$ cat src/rtl/axi_burst_rd_master.sv
// AXI4 INCR burst read initiator: splits a (start address, beat count) command into
// single-outstanding bursts and streams R beats out. Optional R skid buffer: AXI_RD_MASTER_SKID_EN.
module axi_burst_rd_master #(
  parameter int ADDR_W    = 30,
  parameter int DATA_W    = 256,
  parameter int MAX_BURST = 16,
  parameter int LEN_W     = 20
) (
  input  logic              clk,
  input  logic              rst_n,
  input  logic              start,
  input  logic [ADDR_W-1:0] addr,
  input  logic [LEN_W-1:0]  nbeats,
  output logic              busy,
  output logic              done,
  output logic              err,
  output logic              m_axi_arid,
  output logic [ADDR_W-1:0] m_axi_araddr,
  output logic [7:0]        m_axi_arlen,
  output logic [2:0]        m_axi_arsize,
  output logic [1:0]        m_axi_arburst,
  output logic              m_axi_arlock,
  output logic [3:0]        m_axi_arcache,
  output logic [2:0]        m_axi_arprot,
  output logic [3:0]        m_axi_arqos,
  output logic              m_axi_arvalid,
  input  logic              m_axi_arready,
  input  logic              m_axi_rid,
  input  logic [DATA_W-1:0] m_axi_rdata,
  input  logic [1:0]        m_axi_rresp,
  input  logic              m_axi_rlast,
  input  logic              m_axi_rvalid,
  output logic              m_axi_rready,
  output logic [DATA_W-1:0] dout,
  output logic              dout_valid,
  input  logic              dout_ready
);

  localparam int BYTES = DATA_W / 8;
  localparam int SIZE  = $clog2(BYTES);

  typedef enum logic [1:0] {S_IDLE, S_ADDR, S_DATA, S_NEXT} state_t;

  state_t            state_q, state_d;
  logic [ADDR_W-1:0] addr_q, addr_d;
  logic [LEN_W-1:0]  rem_q, rem_d;
  logic [8:0]        bcnt_q, bcnt_d;
  logic [7:0]        arlen_q, arlen_d;
  logic              arvalid_q, arvalid_d;
  logic              busy_q, busy_d;
  logic              done_q, done_d;
  logic              err_q, err_d;

  logic [ADDR_W-1:0] start_addr, nxt_addr;
  logic [8:0]        first_beats, nxt_beats;
  logic              r_hs, last_beat, buf_empty;
  logic              unused_ok;

  // Beats in the next burst: limited by what is left, MAX_BURST and the 4 KB page end.
  function automatic logic [8:0] burst_beats(input logic [ADDR_W-1:0] a,
                                             input logic [LEN_W-1:0]  rem);
    logic [12:0] to4k;
    logic [12:0] n;
    to4k = (13'd4096 - {1'b0, a[11:0]}) >> SIZE;
    n    = (rem > LEN_W'(MAX_BURST)) ? 13'(MAX_BURST) : 13'(rem);
    if (to4k < n) n = to4k;
    return 9'(n);
  endfunction

  assign unused_ok   = ^{addr[SIZE-1:0], m_axi_rid};
  assign start_addr  = {addr[ADDR_W-1:SIZE], {SIZE{1'b0}}};
  assign first_beats = burst_beats(start_addr, nbeats);
  assign nxt_addr    = addr_q + (ADDR_W'({1'b0, arlen_q} + 9'd1) << SIZE);
  assign nxt_beats   = burst_beats(nxt_addr, rem_q);
  assign r_hs        = m_axi_rvalid && m_axi_rready;
  assign last_beat   = (bcnt_q == 9'd1);

  always_comb begin
    state_d   = state_q;
    addr_d    = addr_q;
    rem_d     = rem_q;
    bcnt_d    = bcnt_q;
    arlen_d   = arlen_q;
    arvalid_d = arvalid_q;
    busy_d    = busy_q;
    done_d    = 1'b0;
    err_d     = err_q;
    unique case (state_q)
      S_IDLE: begin
        if (start) begin
          err_d = 1'b0;
          if (nbeats != '0) begin
            state_d   = S_ADDR;
            busy_d    = 1'b1;
            addr_d    = start_addr;
            arvalid_d = 1'b1;
            arlen_d   = 8'(first_beats - 9'd1);
            rem_d     = nbeats - LEN_W'(first_beats);
          end else begin
            done_d = 1'b1;
          end
        end
      end
      S_ADDR: begin
        if (m_axi_arready) begin
          arvalid_d = 1'b0;
          bcnt_d    = {1'b0, arlen_q} + 9'd1;
          state_d   = S_DATA;
        end
      end
      S_DATA: begin
        if (r_hs) begin
          bcnt_d = bcnt_q - 9'd1;
          // The local beat count is authoritative; rlast is only cross-checked.
          if ((m_axi_rlast != last_beat) || (m_axi_rresp != 2'b00)) err_d = 1'b1;
          if (last_beat) state_d = S_NEXT;
        end
      end
      S_NEXT: begin
        if (rem_q == '0) begin
          if (buf_empty) begin
            state_d = S_IDLE;
            busy_d  = 1'b0;
            done_d  = 1'b1;
          end
        end else begin
          addr_d    = nxt_addr;
          arlen_d   = 8'(nxt_beats - 9'd1);
          rem_d     = rem_q - LEN_W'(nxt_beats);
          arvalid_d = 1'b1;
          state_d   = S_ADDR;
        end
      end
      default: state_d = S_IDLE;
    endcase
  end

  always_ff @(posedge clk or negedge rst_n) begin
    if (!rst_n) begin
      state_q   <= S_IDLE;
      addr_q    <= '0;
      rem_q     <= '0;
      bcnt_q    <= '0;
      arlen_q   <= '0;
      arvalid_q <= 1'b0;
      busy_q    <= 1'b0;
      done_q    <= 1'b0;
      err_q     <= 1'b0;
    end else begin
      state_q   <= state_d;
      addr_q    <= addr_d;
      rem_q     <= rem_d;
      bcnt_q    <= bcnt_d;
      arlen_q   <= arlen_d;
      arvalid_q <= arvalid_d;
      busy_q    <= busy_d;
      done_q    <= done_d;
      err_q     <= err_d;
    end
  end

`ifdef AXI_RD_MASTER_SKID_EN
  logic [DATA_W-1:0] buf0_q, buf0_d, buf1_q, buf1_d;
  logic [1:0]        cnt_q, cnt_d;
  logic              rready_q, rready_d;
  logic              pop;

  assign pop = (cnt_q != 2'd0) && dout_ready;

  always_comb begin
    buf0_d = buf0_q;
    buf1_d = buf1_q;
    cnt_d  = cnt_q;
    unique case ({r_hs, pop})
      2'b10: begin
        if (cnt_q == 2'd0) buf0_d = m_axi_rdata;
        else               buf1_d = m_axi_rdata;
        cnt_d = cnt_q + 2'd1;
      end
      2'b01: begin
        buf0_d = buf1_q;
        cnt_d  = cnt_q - 2'd1;
      end
      2'b11: begin
        if (cnt_q == 2'd1) begin
          buf0_d = m_axi_rdata;
        end else begin
          buf0_d = buf1_q;
          buf1_d = m_axi_rdata;
        end
      end
      default: ;
    endcase
    // Registered ready: only offer a slot that is guaranteed free next cycle.
    rready_d = (state_d == S_DATA) && (cnt_d != 2'd2);
  end

  always_ff @(posedge clk or negedge rst_n) begin
    if (!rst_n) begin
      buf0_q   <= '0;
      buf1_q   <= '0;
      cnt_q    <= 2'd0;
      rready_q <= 1'b0;
    end else begin
      buf0_q   <= buf0_d;
      buf1_q   <= buf1_d;
      cnt_q    <= cnt_d;
      rready_q <= rready_d;
    end
  end

  assign dout         = buf0_q;
  assign dout_valid   = (cnt_q != 2'd0);
  assign m_axi_rready = rready_q;
  assign buf_empty    = (cnt_q == 2'd0);
`else
  assign dout         = m_axi_rdata;
  assign dout_valid   = m_axi_rvalid && (state_q == S_DATA);
  assign m_axi_rready = dout_ready && (state_q == S_DATA);
  assign buf_empty    = 1'b1;
`endif

  assign busy          = busy_q;
  assign done          = done_q;
  assign err           = err_q;
  assign m_axi_arid    = 1'b0;
  assign m_axi_araddr  = addr_q;
  assign m_axi_arlen   = arlen_q;
  assign m_axi_arsize  = 3'(SIZE);
  assign m_axi_arburst = 2'b01;
  assign m_axi_arlock  = 1'b0;
  assign m_axi_arcache = 4'b0011;
  assign m_axi_arprot  = 3'b000;
  assign m_axi_arqos   = 4'b0000;
  assign m_axi_arvalid = arvalid_q;

endmodule

$ cat config.mk
export PLATFORM = sky130hd
export DESIGN_NAME = axi_burst_rd_master
export DESIGN_NICKNAME = d
export VERILOG_FILES = /design/src/rtl/axi_burst_rd_master.sv
export SDC_FILE = /design/constraint.sdc
export NUM_CORES = 1
export LEC_CHECK = 0
export ABC_CLOCK_PERIOD_IN_PS = 8400
export CAP_MARGIN = 20
export CELL_PAD_IN_SITES_DETAIL_PLACEMENT = 1
export CELL_PAD_IN_SITES_GLOBAL_PLACEMENT = 1
export CORE_AREA = 5 5 241 243
export DETAILED_ROUTE_END_ITERATION = 16
export DIE_AREA = 0 0 246 248
export GPL_TIMING_DRIVEN = 0
export PLACE_DENSITY_LB_ADDON = 0.08
export SYNTH_ARGS = -nofsm -noshare
export SYNTH_HDL_FRONTEND = slang
export SYNTH_SLANG_ARGS = --single-unit
$ cat constraint.sdc
create_clock -name clk -period 8.4 [get_ports clk]
set_clock_uncertainty 0.15 [all_clocks]
set_input_delay 1.68 -clock clk [delete_from_list [all_inputs] [get_ports clk]]
set_output_delay 1.68 -clock clk [all_outputs]
set_load 0.01 [all_outputs]
==> impl_results.md <==
* Outcome: complete, no violations
* # fillers at around 6700
* Post-synth top area share at between 20% and 30%
* Die H at ~250 um
* Clk pwr share at between 8 and 9%
* Gpl congestion at 0.7441
* Mapped Cells at roughly 1100
* Post-Syn Area at between 8000 and 9000 um^2
* Crit path max fanout at 9
* Worst Hold Class: reg2reg
* Largest cells by area after synthesis: buf_4 25%, dfrtp_1 20%, ha_1 7.4%, nand2_1 4.5%, o21ai_0 4.0%
* Static leakage at 5.593 nW
* CTS Buffer Depth at 2
* Top-count cell post-synth: buf_4
* Commonest cells in the synthesized netlist: 279 x buf_4, 100 x nand2_1, 68 x dfrtp_1, 67 x nor2_1, 66 x o21ai_0
* First DRT Iteration DRCs at ~230
* Dpl cells at between 2000 and 2500
* CTS tree: yes
* Peak Freq at around 130 MHz
* Via density at 3.897
* H-tree levels at 3
* IO buf count at about 350
* Sw power at roughly 2.4 mW
* Clk sink count at 68
* Synth-to-Final Area Change at 59.19%
* Starting Density at ~15%
* Worst skew pair latency at about 0.36 ns
* CTS root buffer: clkbuf_16
* Hold bufs inserted after CTS at 0
* Critical path type: in2reg
* Syn avg cell area at between 7 and 8 um^2
* Max IR drop VDD at approximately 0.16 mV
* Asr flop ratio synth at 100.0%
* Count of cell types in the netlist at 69
* CP Data Required Time at around 8.5 ns
* Final Hold Fails at 0
* Die span in x at ~250 um
* Top cell type by total area after synthesis: buf_4
* Period minus WS final at approximately 8 ns
* CP max stage delay at 0.54 ns
* Post-synth EDFFs at 0
* Final Max Tran Viols at 0
* DR WL/cell at about 18 um
* Dpl cell area at ~13000 um^2
* Core Area at 55730 um^2
* Primary FF master, synth: dfrtp_1
* Switching share of power at roughly 53%
* Pint at approximately 2.1 mW
* Comb power frac at 75.6%
* Clock-pin transition on the worst setup and hold timing paths at 0.06 ns
* RSZ-0062 raised after global routing: false
* Site row count at 87
* Pin count of the biggest net entering global routing at 42
* WP data arrival at about 8 ns
* Top delay family on crit path: compound AO/OA/AOI/OAI gates
* Initial antenna violation count at 0
* Buffers & Inverters on Critical Path at 4
* Final WS setup at between 0.4 and 0.5 ns
* Post-placement setup slack at -0.9347 ns
* Routed WL at ~40000 um
* Worst hold path cell count at 2
* Final hold slack at roughly 0.37 ns
* Power density cells at 343.3 nW/um^2
* Number of buffers created by CTS at 9
* Vias at roughly 8700
* Number of remaining DRC errors at 0
* Cell depth of the worst setup path at 25
* I/O pin count at between 600 and 700
* CP startpoint kind: input pin
* Nets@finish at between 1500 and 2000
* First-pass GRT wire length at between 50000 and 60000 um
* ANT cells at 0
* Worst setup EP type: flip-flop
* Most used cell, CP: a21boi_0
* Worst Reg-to-Reg Cells at 29
* Setup_tns at 0 ns
* MaxCap Viol Count at 0
* Slew @ Worst Pin at ~0.86 ns
* Grt ovf at 0
* Flop pwr share at 15.9%
* Register bit count reported by yosys at 68
* Critical-path cell with the highest stage delay: or4b_1
* Slew margin rel. at a little over two fifths
* First-pass DRT Iterations at 6
* Die area at 61010 um^2
* Tcrit/Tclk final at 94.41%
* Final Util at approximately a quarter
* Yosys Warn Count at 0
* Number of routed nets with antenna violations at 0
* Fraction of layout cells with a size suffix above 1 at approximately 22%
* Finished Cell Area at between 10000 and 15000 um^2
* Layout Cells excl Fill at between 2000 and 2500
* DPL Wire Length at 34230 um
* Count of final setup violators at 0
* Total track usage at about an eighth
* Pwr Total at roughly 4.6 mW
* Vias in the first global route at 9358
* Sequential share of the synthesized area at 20.43%
[state kept, by name (all words and copies together) (netlist names)]
signal / count
m_axi_arvalid: 1
done: 1
m_axi_arlen: 8
busy: 1
state_q: 2
m_axi_araddr: 25
err: 1
bcnt_q: 9
rem_q: 20
[cells in the final DEF (no fill, tap or decap), types with 26 or more instances in the layout]
master,netlist,final
dfrtp_1,68,68
clkbuf_1,27,27
a21oi_1,54,54
nand2_1,100,100
buf_4,279,285
o21ai_0,66,63
ha_1,49,49
nor2_1,67,67
conb_1,2,30
nand3_1,29,29
clkdlybuf4s50_1,0,347
xnor2_1,30,30
inv_1,36,36
o22ai_1,26,26
[layout make-up]
class                           instances  area, um^2  area share (%)
Multi-Input combinational cell        692        4424           33.37
Timing Repair Buffer                  356        3555           26.81
Buffer                                310        2212           16.69
Sequential cell                        68        1702           12.84
Tap cell                              756       945.9           7.135
Clock buffer                           12       256.5           1.935
Inverter                               37       138.9           1.048
Clock inverter                          4       23.77          0.1793
[path summary, 6_finish.rpt]
check	end	slack [ns]	start
max	rem_q[9]	0.47	nbeats[12]
min	m_axi_arvalid	0.37	m_axi_arvalid
max reg2reg	rem_q[11]	0.91	m_axi_arlen[0]
min reg2reg	m_axi_arvalid	0.37	m_axi_arvalid
max in group asynchronous	bcnt_q[4]	6.38	rst_n
min in group asynchronous	m_axi_araddr[28]	1.12	rst_n
[cell families (layout without fill, tap and decap cells)]
| family | Yosys count | in the layout | synth area share [%] |
|---|---|---|---|
| compound gates | 236 | 236 | 17.65 |
| xor+xnor | 38 | 38 | 3.996 |
| fa+ha+maj | 53 | 53 | 8.203 |
| buf+inv | 348 | 719 | 28.28 |
| flops | 68 | 68 | 20.43 |
| mux | 28 | 28 | 3.395 |
| other cells | 2 | 30 | 0.09018 |
| simple gates | 307 | 307 | 17.95 |
[routing by layer]
layer	track usage (%)	wire [um]	up-vias	part of all wire, %
li1	-	-	4253	-
met1	14.50	16130	4174	41
met2	22.53	21070	268	53
met3	2.466	2357	15	5.9
met4	1.953	266	0	0.67
met5	0	0	-	0
[power groups by stage]
stage          logic (mW)  registers [mW]  clock network, mW
4_1_cts              3.49           0.728              0.402
3_5_place_dp         3.47           0.733                  0
2_1_floorplan        2.24           0.692                  0
3_3_place_gp         3.45           0.731                  0
5_1_grt              3.89           0.760              0.416
6_report             3.44           0.725              0.385
[worst min-delay path: cells and delay by family, from the launching register on]
family         cells  cell delay, ns
flip-flops         1            0.35
AO/OA/AOI/OAI      2            0.13
[timing repair]
item / in CTS / in global routing
gates resized for setup: 6 / 7
buffers inserted: 0 / 5
endpoints found under the setup margin: 11 / 10
(Power assumes the default switching activity.)
